==> src/rtl/pcis_stream_bridge.sv <==
// -----------------------------------------------------------------------------
// pcis_stream_bridge
//
// AXI4 PCIS slave to narrow-stream bridge.
//   * Write side: AW IDs are queued. Each W beat is split into RATIO stream
//     words, LSB word first, on m_t*. The burst's ID moves to the B queue when
//     its wlast beat is accepted, and one B response is issued per burst.
//   * Read side: AR {id, len} pairs are queued. Result words on s_t* are
//     packed LSB first into bus beats. Those beats are returned on R with the
//     queued RID, and RLAST is asserted on beat number len of each burst.
//
// Ports
//   clk, rst_n            clock, synchronous active-low reset
//   s_aw*                 write address (ID and length only; address unused)
//   s_w*                  write data (WSTRB not present; beats are full)
//   s_b*                  write response (always OKAY)
//   s_ar*                 read address (ID and length only)
//   s_r*                  read data (always OKAY)
//   m_t*                  downsized stream towards the compute pipeline
//   s_t*                  result stream from the compute pipeline
//   stat_wr_beats/stat_rd_beats
//                         W / R handshake counters, present only when
//                         PCIS_BRIDGE_STATS_EN is defined
//
// Build option: PCIS_BRIDGE_STATS_EN adds the statistics counters.
// -----------------------------------------------------------------------------

// Small synchronous FIFO used for the AW, B and AR queues. DEPTH must be a
// power of 2. The caller never pushes when the FIFO is full and never pops
// when it is empty.
module pcis_bridge_fifo #(
    parameter int W     = 16,
    parameter int DEPTH = 4,
    parameter int CNT_W = $clog2(DEPTH) + 1
) (
    input  logic             clk,
    input  logic             rst_n,
    input  logic             push,
    input  logic             pop,
    input  logic [W-1:0]     din,
    output logic [W-1:0]     head,
    output logic [CNT_W-1:0] count
);
    localparam int               PTR_W    = $clog2(DEPTH);
    localparam logic [PTR_W-1:0] PTR_ONE  = PTR_W'(1);
    localparam logic [PTR_W-1:0] PTR_ZERO = {PTR_W{1'b0}};
    localparam logic [CNT_W-1:0] CNT_ONE  = CNT_W'(1);
    localparam logic [CNT_W-1:0] CNT_ZERO = {CNT_W{1'b0}};

    logic [W-1:0]     mem_r [DEPTH];
    logic [PTR_W-1:0] wr_ptr_r;
    logic [PTR_W-1:0] rd_ptr_r;
    logic [CNT_W-1:0] count_r;

    // Entry storage. Stale entries are never visible because the pointers are
    // reset, so the array itself needs no reset.
    always_ff @(posedge clk) begin
        if (push) begin
            mem_r[wr_ptr_r] <= din;
        end
    end

    // Pointer and occupancy bookkeeping. A push and a pop in the same cycle
    // leave the count unchanged.
    always_ff @(posedge clk) begin
        if (!rst_n) begin
            wr_ptr_r <= PTR_ZERO;
            rd_ptr_r <= PTR_ZERO;
            count_r  <= CNT_ZERO;
        end else begin
            if (push) begin
                wr_ptr_r <= wr_ptr_r + PTR_ONE;
            end
            if (pop) begin
                rd_ptr_r <= rd_ptr_r + PTR_ONE;
            end
            case ({push, pop})
                2'b10:   count_r <= count_r + CNT_ONE;
                2'b01:   count_r <= count_r - CNT_ONE;
                default: count_r <= count_r;
            endcase
        end
    end

    assign head  = mem_r[rd_ptr_r];
    assign count = count_r;
endmodule

module pcis_stream_bridge #(
    parameter int BUS_W    = 512,
    parameter int STREAM_W = 64,
    parameter int ID_W     = 16,
    parameter int Q_DEPTH  = 4
) (
    input  logic                clk,
    input  logic                rst_n,
`ifdef PCIS_BRIDGE_STATS_EN
    output logic [31:0]         stat_wr_beats,
    output logic [31:0]         stat_rd_beats,
`endif
    input  logic [ID_W-1:0]     s_awid,
    input  logic [7:0]          s_awlen,
    input  logic                s_awvalid,
    output logic                s_awready,
    input  logic [BUS_W-1:0]    s_wdata,
    input  logic                s_wlast,
    input  logic                s_wvalid,
    output logic                s_wready,
    output logic [ID_W-1:0]     s_bid,
    output logic [1:0]          s_bresp,
    output logic                s_bvalid,
    input  logic                s_bready,
    input  logic [ID_W-1:0]     s_arid,
    input  logic [7:0]          s_arlen,
    input  logic                s_arvalid,
    output logic                s_arready,
    output logic [ID_W-1:0]     s_rid,
    output logic [BUS_W-1:0]    s_rdata,
    output logic [1:0]          s_rresp,
    output logic                s_rlast,
    output logic                s_rvalid,
    input  logic                s_rready,
    output logic [STREAM_W-1:0] m_tdata,
    output logic                m_tlast,
    output logic                m_tvalid,
    input  logic                m_tready,
    input  logic [STREAM_W-1:0] s_tdata,
    input  logic                s_tvalid,
    output logic                s_tready
);
    localparam int               RATIO    = BUS_W / STREAM_W;
    localparam int               IDX_W    = (RATIO > 1) ? $clog2(RATIO) : 1;
    localparam int               CNT_W    = $clog2(Q_DEPTH) + 1;
    localparam int               SUM_W    = CNT_W + 1;
    localparam int               AR_W     = ID_W + 8;
    localparam logic [IDX_W-1:0] IDX_LAST = IDX_W'(RATIO - 1);
    localparam logic [IDX_W-1:0] IDX_ONE  = IDX_W'(1);
    localparam logic [IDX_W-1:0] IDX_ZERO = {IDX_W{1'b0}};
    localparam logic [CNT_W-1:0] CNT_ZERO = {CNT_W{1'b0}};
    localparam logic [CNT_W-1:0] Q_FULL   = CNT_W'(Q_DEPTH);
    localparam logic [SUM_W-1:0] Q_LIMIT  = SUM_W'(Q_DEPTH);
    localparam logic [7:0]       BCNT_ONE = 8'd1;

    // Low through reset, high from the first cycle after it; gates the
    // ready outputs so they read 0 while rst_n is asserted.
    logic alive_r;

    // Queue interfaces
    logic             aw_push_s, aw_pop_s;
    logic [ID_W-1:0]  aw_head_s;
    logic [CNT_W-1:0] aw_cnt_s;
    logic             b_push_s, b_pop_s;
    logic [ID_W-1:0]  b_head_s;
    logic [CNT_W-1:0] b_cnt_s;
    logic             ar_push_s, ar_pop_s;
    logic [AR_W-1:0]  ar_head_s;
    logic [CNT_W-1:0] ar_cnt_s;

    // Downsizer state
    logic [BUS_W-1:0] hold_data_r;
    logic             hold_valid_r;
    logic             hold_last_r;
    logic [IDX_W-1:0] idx_r;

    // Upsizer / read state
    logic [BUS_W-1:0] pack_r;
    logic [IDX_W-1:0] pcnt_r;
    logic             full_r;
    logic [7:0]       bcnt_r;

    // Decoded handshakes and ready/valid terms
    logic awready_s, wready_s, arready_s, tready_s;
    logic rvalid_s, rlast_s, bvalid_s;
    logic w_hs_s, m_hs_s, t_hs_s, r_hs_s, b_hs_s;
    logic unused_awlen_s;

    // awlen is not needed: a burst ends on wlast.
    assign unused_awlen_s = ^s_awlen;

    // Reset-exit flag used to hold the ready outputs low during reset.
    always_ff @(posedge clk) begin
        if (!rst_n) begin
            alive_r <= 1'b0;
        end else begin
            alive_r <= 1'b1;
        end
    end

    assign bvalid_s = (b_cnt_s != CNT_ZERO);
    assign rvalid_s = full_r && (ar_cnt_s != CNT_ZERO);
    assign rlast_s  = (bcnt_r == ar_head_s[7:0]);

    // Ready decode. AW is throttled on AW+B occupancy so every accepted burst
    // is guaranteed a B slot. wready and s_tready may look through to the
    // downstream ready so that streaming stays gapless.
    always_comb begin
        awready_s = 1'b0;
        arready_s = 1'b0;
        wready_s  = 1'b0;
        tready_s  = 1'b0;
        if (alive_r) begin
            awready_s = (({1'b0, aw_cnt_s} + {1'b0, b_cnt_s}) < Q_LIMIT);
            arready_s = (ar_cnt_s != Q_FULL);
            wready_s  = (aw_cnt_s != CNT_ZERO) &&
                        (!hold_valid_r || ((idx_r == IDX_LAST) && m_tready));
            tready_s  = !full_r || (rvalid_s && s_rready);
        end else begin
            awready_s = 1'b0;
            arready_s = 1'b0;
            wready_s  = 1'b0;
            tready_s  = 1'b0;
        end
    end

    assign w_hs_s = s_wvalid && wready_s;
    assign m_hs_s = hold_valid_r && m_tready;
    assign t_hs_s = s_tvalid && tready_s;
    assign r_hs_s = rvalid_s && s_rready;
    assign b_hs_s = bvalid_s && s_bready;

    assign aw_push_s = s_awvalid && awready_s;
    assign aw_pop_s  = w_hs_s && s_wlast;
    assign b_push_s  = aw_pop_s;
    assign b_pop_s   = b_hs_s;
    assign ar_push_s = s_arvalid && arready_s;
    assign ar_pop_s  = r_hs_s && rlast_s;

    pcis_bridge_fifo #(.W(ID_W), .DEPTH(Q_DEPTH), .CNT_W(CNT_W)) u_aw_fifo (
        .clk   (clk),
        .rst_n (rst_n),
        .push  (aw_push_s),
        .pop   (aw_pop_s),
        .din   (s_awid),
        .head  (aw_head_s),
        .count (aw_cnt_s)
    );

    pcis_bridge_fifo #(.W(ID_W), .DEPTH(Q_DEPTH), .CNT_W(CNT_W)) u_b_fifo (
        .clk   (clk),
        .rst_n (rst_n),
        .push  (b_push_s),
        .pop   (b_pop_s),
        .din   (aw_head_s),
        .head  (b_head_s),
        .count (b_cnt_s)
    );

    pcis_bridge_fifo #(.W(AR_W), .DEPTH(Q_DEPTH), .CNT_W(CNT_W)) u_ar_fifo (
        .clk   (clk),
        .rst_n (rst_n),
        .push  (ar_push_s),
        .pop   (ar_pop_s),
        .din   ({s_arid, s_arlen}),
        .head  (ar_head_s),
        .count (ar_cnt_s)
    );

    // Holding register data; only meaningful while hold_valid_r is set.
    always_ff @(posedge clk) begin
        if (w_hs_s) begin
            hold_data_r <= s_wdata;
        end
    end

    // Downsizer control: a new beat restarts at word 0; the final word
    // handshake empties the holding register unless a new beat lands in the
    // same cycle.
    always_ff @(posedge clk) begin
        if (!rst_n) begin
            hold_valid_r <= 1'b0;
            hold_last_r  <= 1'b0;
            idx_r        <= IDX_ZERO;
        end else if (w_hs_s) begin
            hold_valid_r <= 1'b1;
            hold_last_r  <= s_wlast;
            idx_r        <= IDX_ZERO;
        end else if (m_hs_s) begin
            if (idx_r == IDX_LAST) begin
                hold_valid_r <= 1'b0;
                idx_r        <= IDX_ZERO;
            end else begin
                idx_r <= idx_r + IDX_ONE;
            end
        end
    end

    // Pack register slots; slot pcnt_r receives the next result word.
    always_ff @(posedge clk) begin
        if (t_hs_s) begin
            pack_r[int'(pcnt_r) * STREAM_W +: STREAM_W] <= s_tdata;
        end
    end

    // Upsizer control. Filling the last slot sets full; an R handshake clears
    // it unless the same cycle completes another fill (only when RATIO is 1).
    always_ff @(posedge clk) begin
        if (!rst_n) begin
            pcnt_r <= IDX_ZERO;
            full_r <= 1'b0;
        end else begin
            if (t_hs_s) begin
                pcnt_r <= (pcnt_r == IDX_LAST) ? IDX_ZERO : (pcnt_r + IDX_ONE);
            end
            if (t_hs_s && (pcnt_r == IDX_LAST)) begin
                full_r <= 1'b1;
            end else if (r_hs_s) begin
                full_r <= 1'b0;
            end
        end
    end

    // Beat counter within the current read burst.
    always_ff @(posedge clk) begin
        if (!rst_n) begin
            bcnt_r <= 8'd0;
        end else if (r_hs_s) begin
            bcnt_r <= rlast_s ? 8'd0 : (bcnt_r + BCNT_ONE);
        end
    end

`ifdef PCIS_BRIDGE_STATS_EN
    logic [31:0] stat_wr_r;
    logic [31:0] stat_rd_r;

    // Free-running W and R handshake counters; wrap naturally at 2^32.
    always_ff @(posedge clk) begin
        if (!rst_n) begin
            stat_wr_r <= 32'd0;
            stat_rd_r <= 32'd0;
        end else begin
            if (w_hs_s) begin
                stat_wr_r <= stat_wr_r + 32'd1;
            end
            if (r_hs_s) begin
                stat_rd_r <= stat_rd_r + 32'd1;
            end
        end
    end

    assign stat_wr_beats = stat_wr_r;
    assign stat_rd_beats = stat_rd_r;
`endif

    assign s_awready = awready_s;
    assign s_wready  = wready_s;
    assign s_arready = arready_s;
    assign s_tready  = tready_s;

    assign s_bvalid  = bvalid_s;
    assign s_bid     = b_head_s;
    assign s_bresp   = 2'b00;

    assign s_rvalid  = rvalid_s;
    assign s_rid     = ar_head_s[AR_W-1:8];
    assign s_rdata   = pack_r;
    assign s_rresp   = 2'b00;
    assign s_rlast   = rlast_s;

    assign m_tvalid  = hold_valid_r;
    assign m_tdata   = hold_data_r[int'(idx_r) * STREAM_W +: STREAM_W];
    assign m_tlast   = hold_valid_r && hold_last_r && (idx_r == IDX_LAST);
endmodule

==> config.mk <==
export PLATFORM = sky130hd
export DESIGN_NAME = pcis_stream_bridge
export DESIGN_NICKNAME = d
export VERILOG_FILES = /design/src/rtl/pcis_stream_bridge.sv
export SDC_FILE = /design/constraint.sdc
export NUM_CORES = 2
export LEC_CHECK = 0
export ABC_CLOCK_PERIOD_IN_PS = 49000
export CORE_AREA = 2 2 485 487
export DETAILED_ROUTE_END_ITERATION = 8
export DIE_AREA = 0 0 487 489
export GPL_ROUTABILITY_DRIVEN = 0
export GPL_TIMING_DRIVEN = 0
export MAX_ROUTING_LAYER = met4
export PLACE_DENSITY = 0.41
export SYNTH_ARGS = -nofsm -noshare
export SYNTH_HDL_FRONTEND = slang
export SYNTH_SLANG_ARGS = --single-unit
==> constraint.sdc <==
create_clock -name clk -period 49 [get_ports clk]
set_input_delay 9.8 -clock clk [delete_from_list [all_inputs] [get_ports clk]]
set_output_delay 9.8 -clock clk [all_outputs]
set_load 0.1 [all_outputs]
* Word level (Yosys, flattened, before mapping) *
Memories as Yosys holds them, arrays and structs flattened. A register that Yosys moved wholly into a read port is not among the register bits.
Cells that the tools add are included.

storage, ports and cells
  flip-flop bits (word level) = 1,063
  bits in writable memories = 224
  input bits = 634
  logic and storage cells = 112
  memories = 3

memories
  memory           depth  bits a word  read ports  clocked after memory_dff  wr ports  RTL line  RTL
  u_ar_fifo.mem_r  4      24           1           1                         1         50        logic [W-1:0] mem_r [DEPTH];
  u_aw_fifo.mem_r  4      16           1           1                         1         50
  u_b_fifo.mem_r   4      16           1           1                         1         50

operators by class
  add/subtract/negate cells = 17
  order comparisons = 1
  equal/unequal tests = 10
  shifts and indexed selects = 3
  muxes and demuxes = 29
  bitwise gates (word level) = 1
  reduce and logical (&&, ||, !) cells = 30

operators with widths
  operator                     number
  $bwmux W512                  1
  $shift A64 B33 Y512 const A  1
  $shiftx A512 B10 Y64         1
  $shiftx A64 B33 Y512         1
  $neg A9 Y33                  1
  $pmux W3 S2                  3
  $mux W1                      16
  $add A3 B1 Y3 const B        5
  $logic_and A1 B1 Y1          15
  $add A2 B1 Y2 const B        6
  $mux W2                      6
  $reduce_bool A2 Y1           6
  $reduce_bool A3 Y1           3
  $sub A3 B1 Y3 const B        3
  $add A8 B1 Y8 const B        1
  $eq A8 B8 Y1                 1
  $mux W8                      1
  $eq A2 B1 Y1 const B         3
  $eq A2 B2 Y1 const B         3
  $eq A3 B3 Y1 const B         2
  $mux W3                      2
  $add A3 B3 Y4                1
  $lt A4 B3 Y1 const B         1
  $ne A3 B3 Y1 const B         1
  5 further kinds              7

* Longest topological paths before layout *
  word-level depth = 9
  gate-level depth with buffers = 14

* Modules after synthesis *
From an unflattened synthesis, not the netlist that was laid out.

unflattened totals
  cell total of the unflattened synthesis = 2,430
  area, all modules = 48,745.5 sq um

modules (own cells, without submodules)
  module                             instances  cells an instance  area an instance (sq um)  sequential area each (sq um)
  pcis_stream_bridge                 1          2,016              39,262.7                  31,109.8
  pcis_bridge_fifo at u_aw_fifo ...  2          124                2,775.2                   2,102.0
  pcis_bridge_fifo at u_ar_fifo      1          166                3,932.5                   3,062.9

* Worst setup path before layout *
Ideal clock, no wire load.

  path kind = input port to flip-flop
  start point = input port m_tready
  end point = register u_aw_fifo.count_r[2] (netlist: u_aw_fifo.count[2])
  arrival = 25,366 ps
  path slack = 23,559 ps
  stages on the path = 12
  cell sequence = a21boi_0 -> nor3_1 -> nand2_1 -> inv_1 -> nand2_1 -> inv_1 -> ha_1 -> inv_1 -> fa_1 -> xor2_1 -> or3_1 -> a21boi_0

between the ends
  word-level cells in the longest chain between the ends = 8

ends and longest elaborated chain
  what                                                      RTL line  RTL
  from (decl)                                               126       input logic m_tready,
  $logic_and A1 B1 Y1 *                                     205       (!hold_valid_r || ((idx_r == IDX_LAST) && m_tready));
  $logic_or A1 B1 Y1 *                                      205
  $logic_and A1 B1 Y1 *                                     204       wready_s = (aw_cnt_s != CNT_ZERO) &&
  $mux W1 *                                                 201       if (alive_r) begin
  net s_wready                                              108       output logic s_wready,
  $logic_and A1 B1 Y1 *                                     215       assign w_hs_s = s_wvalid && wready_s;
  net w_hs_s                                                174       logic w_hs_s, m_hs_s, t_hs_s, r_hs_s, b_hs_s;
  $logic_and A1 B1 Y1 *                                     222       assign aw_pop_s = w_hs_s && s_wlast;
  net aw_pop_s                                              149       logic aw_push_s, aw_pop_s;
  $eq A2 B1 Y1 / $eq A2 B2 Y1 (equally long branches)       77        case ({push, pop})
  $pmux W3 S2 / $reduce_bool A2 Y1 (equally long branches)  n/a
  to (signal assigned)                                      78        2'b10: count_r <= count_r + CNT_ONE;
  to (signal assigned)                                      79        2'b01: count_r <= count_r - CNT_ONE;
  to (signal assigned)                                      80        default: count_r <= count_r;
  to (decl)                                                 53        logic [CNT_W-1:0] count_r;

The timed path passes the listed nets; every way through them passes the cells marked *.
A chain may end at the register's enable or synchronous reset.

* Final worst setup path *
  start point = input port s_rready
  end point = output port s_tready

between the ends
  word-level cells in the longest chain between the ends = 3

ends and longest elaborated chain
  what                 RTL line  RTL
  from (decl)          122       input logic s_rready,
  $logic_and A1 B1 Y1  206       tready_s = !full_r || (rvalid_s && s_rready);
  $logic_or A1 B1 Y1   206
  $mux W1              201
  to (decl)            129       output logic s_tready

No other way between the ends.

==> summary.txt <==
Layout
  – Final-stage net count: 4,541
  – Layout cells sized above 1: 13.1%
  – Design area: 0.0702 mm2
  – Area Overhead vs Synth: 45.2%
  – Fin util: a little under a third
  – Commonest non-fill, non-tap cells in the layout: edfxtp_1, clkdlybuf4s50_1, and2_1
  – Commonest non-fill, non-tap cell in the layout: edfxtp_1

Detailed routing
  – Initial DRC count: 1,744
  – DRT antenna net count: 0
  – WL per Instance: 29.3 um
  – Drt first pass iters: 5
  – WL final: 208,000 um
  – Vias: 28,600
  – Via-to-Cell Ratio: 4.01
  – DRC: 0

Setup path
  – Critical-path top delay cell: clkdlybuf4s50_1
  – Delay of the slowest cell on the worst path: 1330 ps
  – CP Capture Type: primary output
  – Crit-path cells: clkdlybuf4s50_1 > o311ai_1 > a21oi_1 > clkdlybuf4s50_1
  – CP most frequent cell: clkdlybuf4s50_1
  – Worst path arrival time: around 13,000 ps
  – Critical path peak fanout: 5
  – Startpoint types: primary input
  – R2R depth: 8
  – Flop-to-flop setup slack: approximately 45,000 ps
  – Critical path class: in -> out
  – Critical Path RT: 39,200 ps

GRT
  – Vias in the first global route: 29,500
  – Largest net degree at the start of global routing: ~130
  – Global-route wire length before repair: 271,000 um
  – Number of antenna violations at the first check in global routing: 101
  – Total track usage: between 15 and 20%
  – Global route overflow: 0

STA
  – Layout Skew: 39.8 ps
  – Setup violations, final: 0
  – Fmax: between 0.04 and 0.05 GHz
  – Final Slew Violations: 0
  – Final Hold Viols: 0
  – Least-Margin Pin Slew: approximately 1400 ps
  – RSZ-0062 raised after global routing: no
  – Slew HR: under 10%
  – Crit path time final: 22,350 ps
  – Tcrit/Tclk final: 45.6%
  – Setup TNS: 0 ps
  – WHS: 490 ps

Clock tree
  – # resized after CTS: 0
  – Clock sinks: around 1,300
  – Clock transition at path regs: 60 ps
  – Clock tree buffer depth: 3
  – Hold-fix buffers, CTS: 0
  – Cts bufs inserted: 155
  – H-tree levels: 4
  – TritonCTS clock tree: built
  – Clk_lat worst skew: between 800 and 900 ps
  – Root Buffer: clkbuf_16
  – Post-CTS Setup Bufs: 0

Logic synthesis
  – Post-synthesis cell type count: 45
  – Synth async-reset ratio: 0%
  – Seq/Total Area, Yosys: ~79%
  – YS warnings: 0
  – Cells after Synth: around 2,400
  – Share of the synthesized area in the top cell type: 77.5%
  – Mapped cell area: 0.0484 mm2
  – Top_reg_cell synth: edfxtp_1
  – FF+latch count, synth: 1,293
  – Synth area leaders: edfxtp_1, mux4_2, and2_1, dfxtp_1, and3_1
  – Post-synth EDFFs: ~1,200
  – Syn avg cell area: 19.7 um2
  – Area leader, netlist: edfxtp_1

Die
  – Site Rows: 178
  – Placeable Area: 0.234 mm2
  – Initial Utilization: ~21%
  – Ports: 1,255
  – Die Footprint: 0.238 mm2
  – Die height: 489 um
  – Die Width: approximately 490 um

Placed design
  – PortBufs: 1,242
  – Detailed Place HPWL: around 160,000 um
  – Post-DP Area: between 0.06 and 0.07 mm2

Flow run
  – Max cap viols: 0

Worst hold path
  – Hold path cells: 2
  – Hold WC Path Type: reg -> reg

Run status
  – Outcome: finished, final reports clean

Power and ir drop
  – Cell Pwr Density: 36.8 mW/mm2
  – Max VDD drop: 0.0282 mV
  – Leakage power: 23.3 nW
  – Total Power: 2.58 mW
## where the power goes
| group | total [mW] | switching (mW) | internal (mW) |
|---|---|---|---|
| Combinational | 0.211 | 0.132 | 0.0787 |
| Sequential | 1.24 | 0.00755 | 1.23 |
| Clock | 1.13 | 0.490 | 0.639 |
## sequential cells by signal, indices dropped and copies added, names as in the netlist, named ones only
register / flops
u_aw_fifo.count: 3
alive_r: 1
pcnt_r: 3
hold_last_r: 1
u_b_fifo.wr_ptr_r: 2
u_ar_fifo.wr_ptr_r: 2
m_tvalid: 1
bcnt_r: 8
idx_r: 3
u_ar_fifo.rd_ptr_r: 2
u_b_fifo.rd_ptr_r: 2
s_rdata: 512
u_ar_fifo.mem_r: 96
u_aw_fifo.rd_ptr_r: 2
u_b_fifo.mem_r: 64
u_aw_fifo.mem_r: 64
u_ar_fifo.count: 3
u_aw_fifo.wr_ptr_r: 2
hold_data_r: 512
u_b_fifo.count: 3
full_r: 1
## layer usage
metal	track usage (%)	part of all wire, %
met1	18.3	36
met2	31.3	53
met3	5.62	8.2
met4	4.47	2.3
met5	-	0
## path summary, 6_finish.rpt
check	from	to
max	s_rready	s_tready
min reg2reg	u_ar_fifo.rd_ptr_r[1]	flop
min	u_ar_fifo.rd_ptr_r[1]	flop
max reg2reg	pcnt_r[0]	s_rdata[132]
## synth_stat cells (all sizes together) (23+ instances only)
cell type,n
and2,276
and3,142
buf,23
clkbuf,102
dfxtp,45
edfxtp,1248
ha,27
inv,23
mux2,64
mux4,184
nand2,65
nor2,151
## logic make-up (layout without fill, tap and decap cells)
family | after synthesis | after routing | share of synthesized area [%]
flops | 1293 | 1293 | 79.4
other cells | 1 | 68 | 0.00775
compound gates | 32 | 32 | 0.450
fa+ha+maj | 30 | 30 | 0.823
buf+inv | 148 | 1690 | 1.23
xor+xnor | 27 | 27 | 0.489
simple gates | 667 | 667 | 7.52
mux | 251 | 251 | 10.1
## critical path, delay by kind of cell
| kind | cells | cell delay, ps |
|---|---|---|
| AOI/OAI and AO/OA | 2 | 920 |
| buffers and inverters | 2 | 1820 |
## layout make-up
class,instances,area [um2]
fillers,23200,163000
flip-flops and latches,1293,38400
repair buffers,1268,12900
multi-input cells,1011,9460
clock buffers,193,4100
well taps,3060,3830
clock inverters,81,806
plain buffers,125,522
diodes,64,160
inverters,23,93.8
## stage by stage
stage,std cells,worst slack [ps]
2_1_floorplan,2452,23560
3_5_place_dp,6780,26610
4_1_cts,7054,26600
6_report,7118,26650
3_3_place_gp,6754,17860
5_1_grt,7112,26540
No activity file was read; power rests on OpenSTA's default activity.
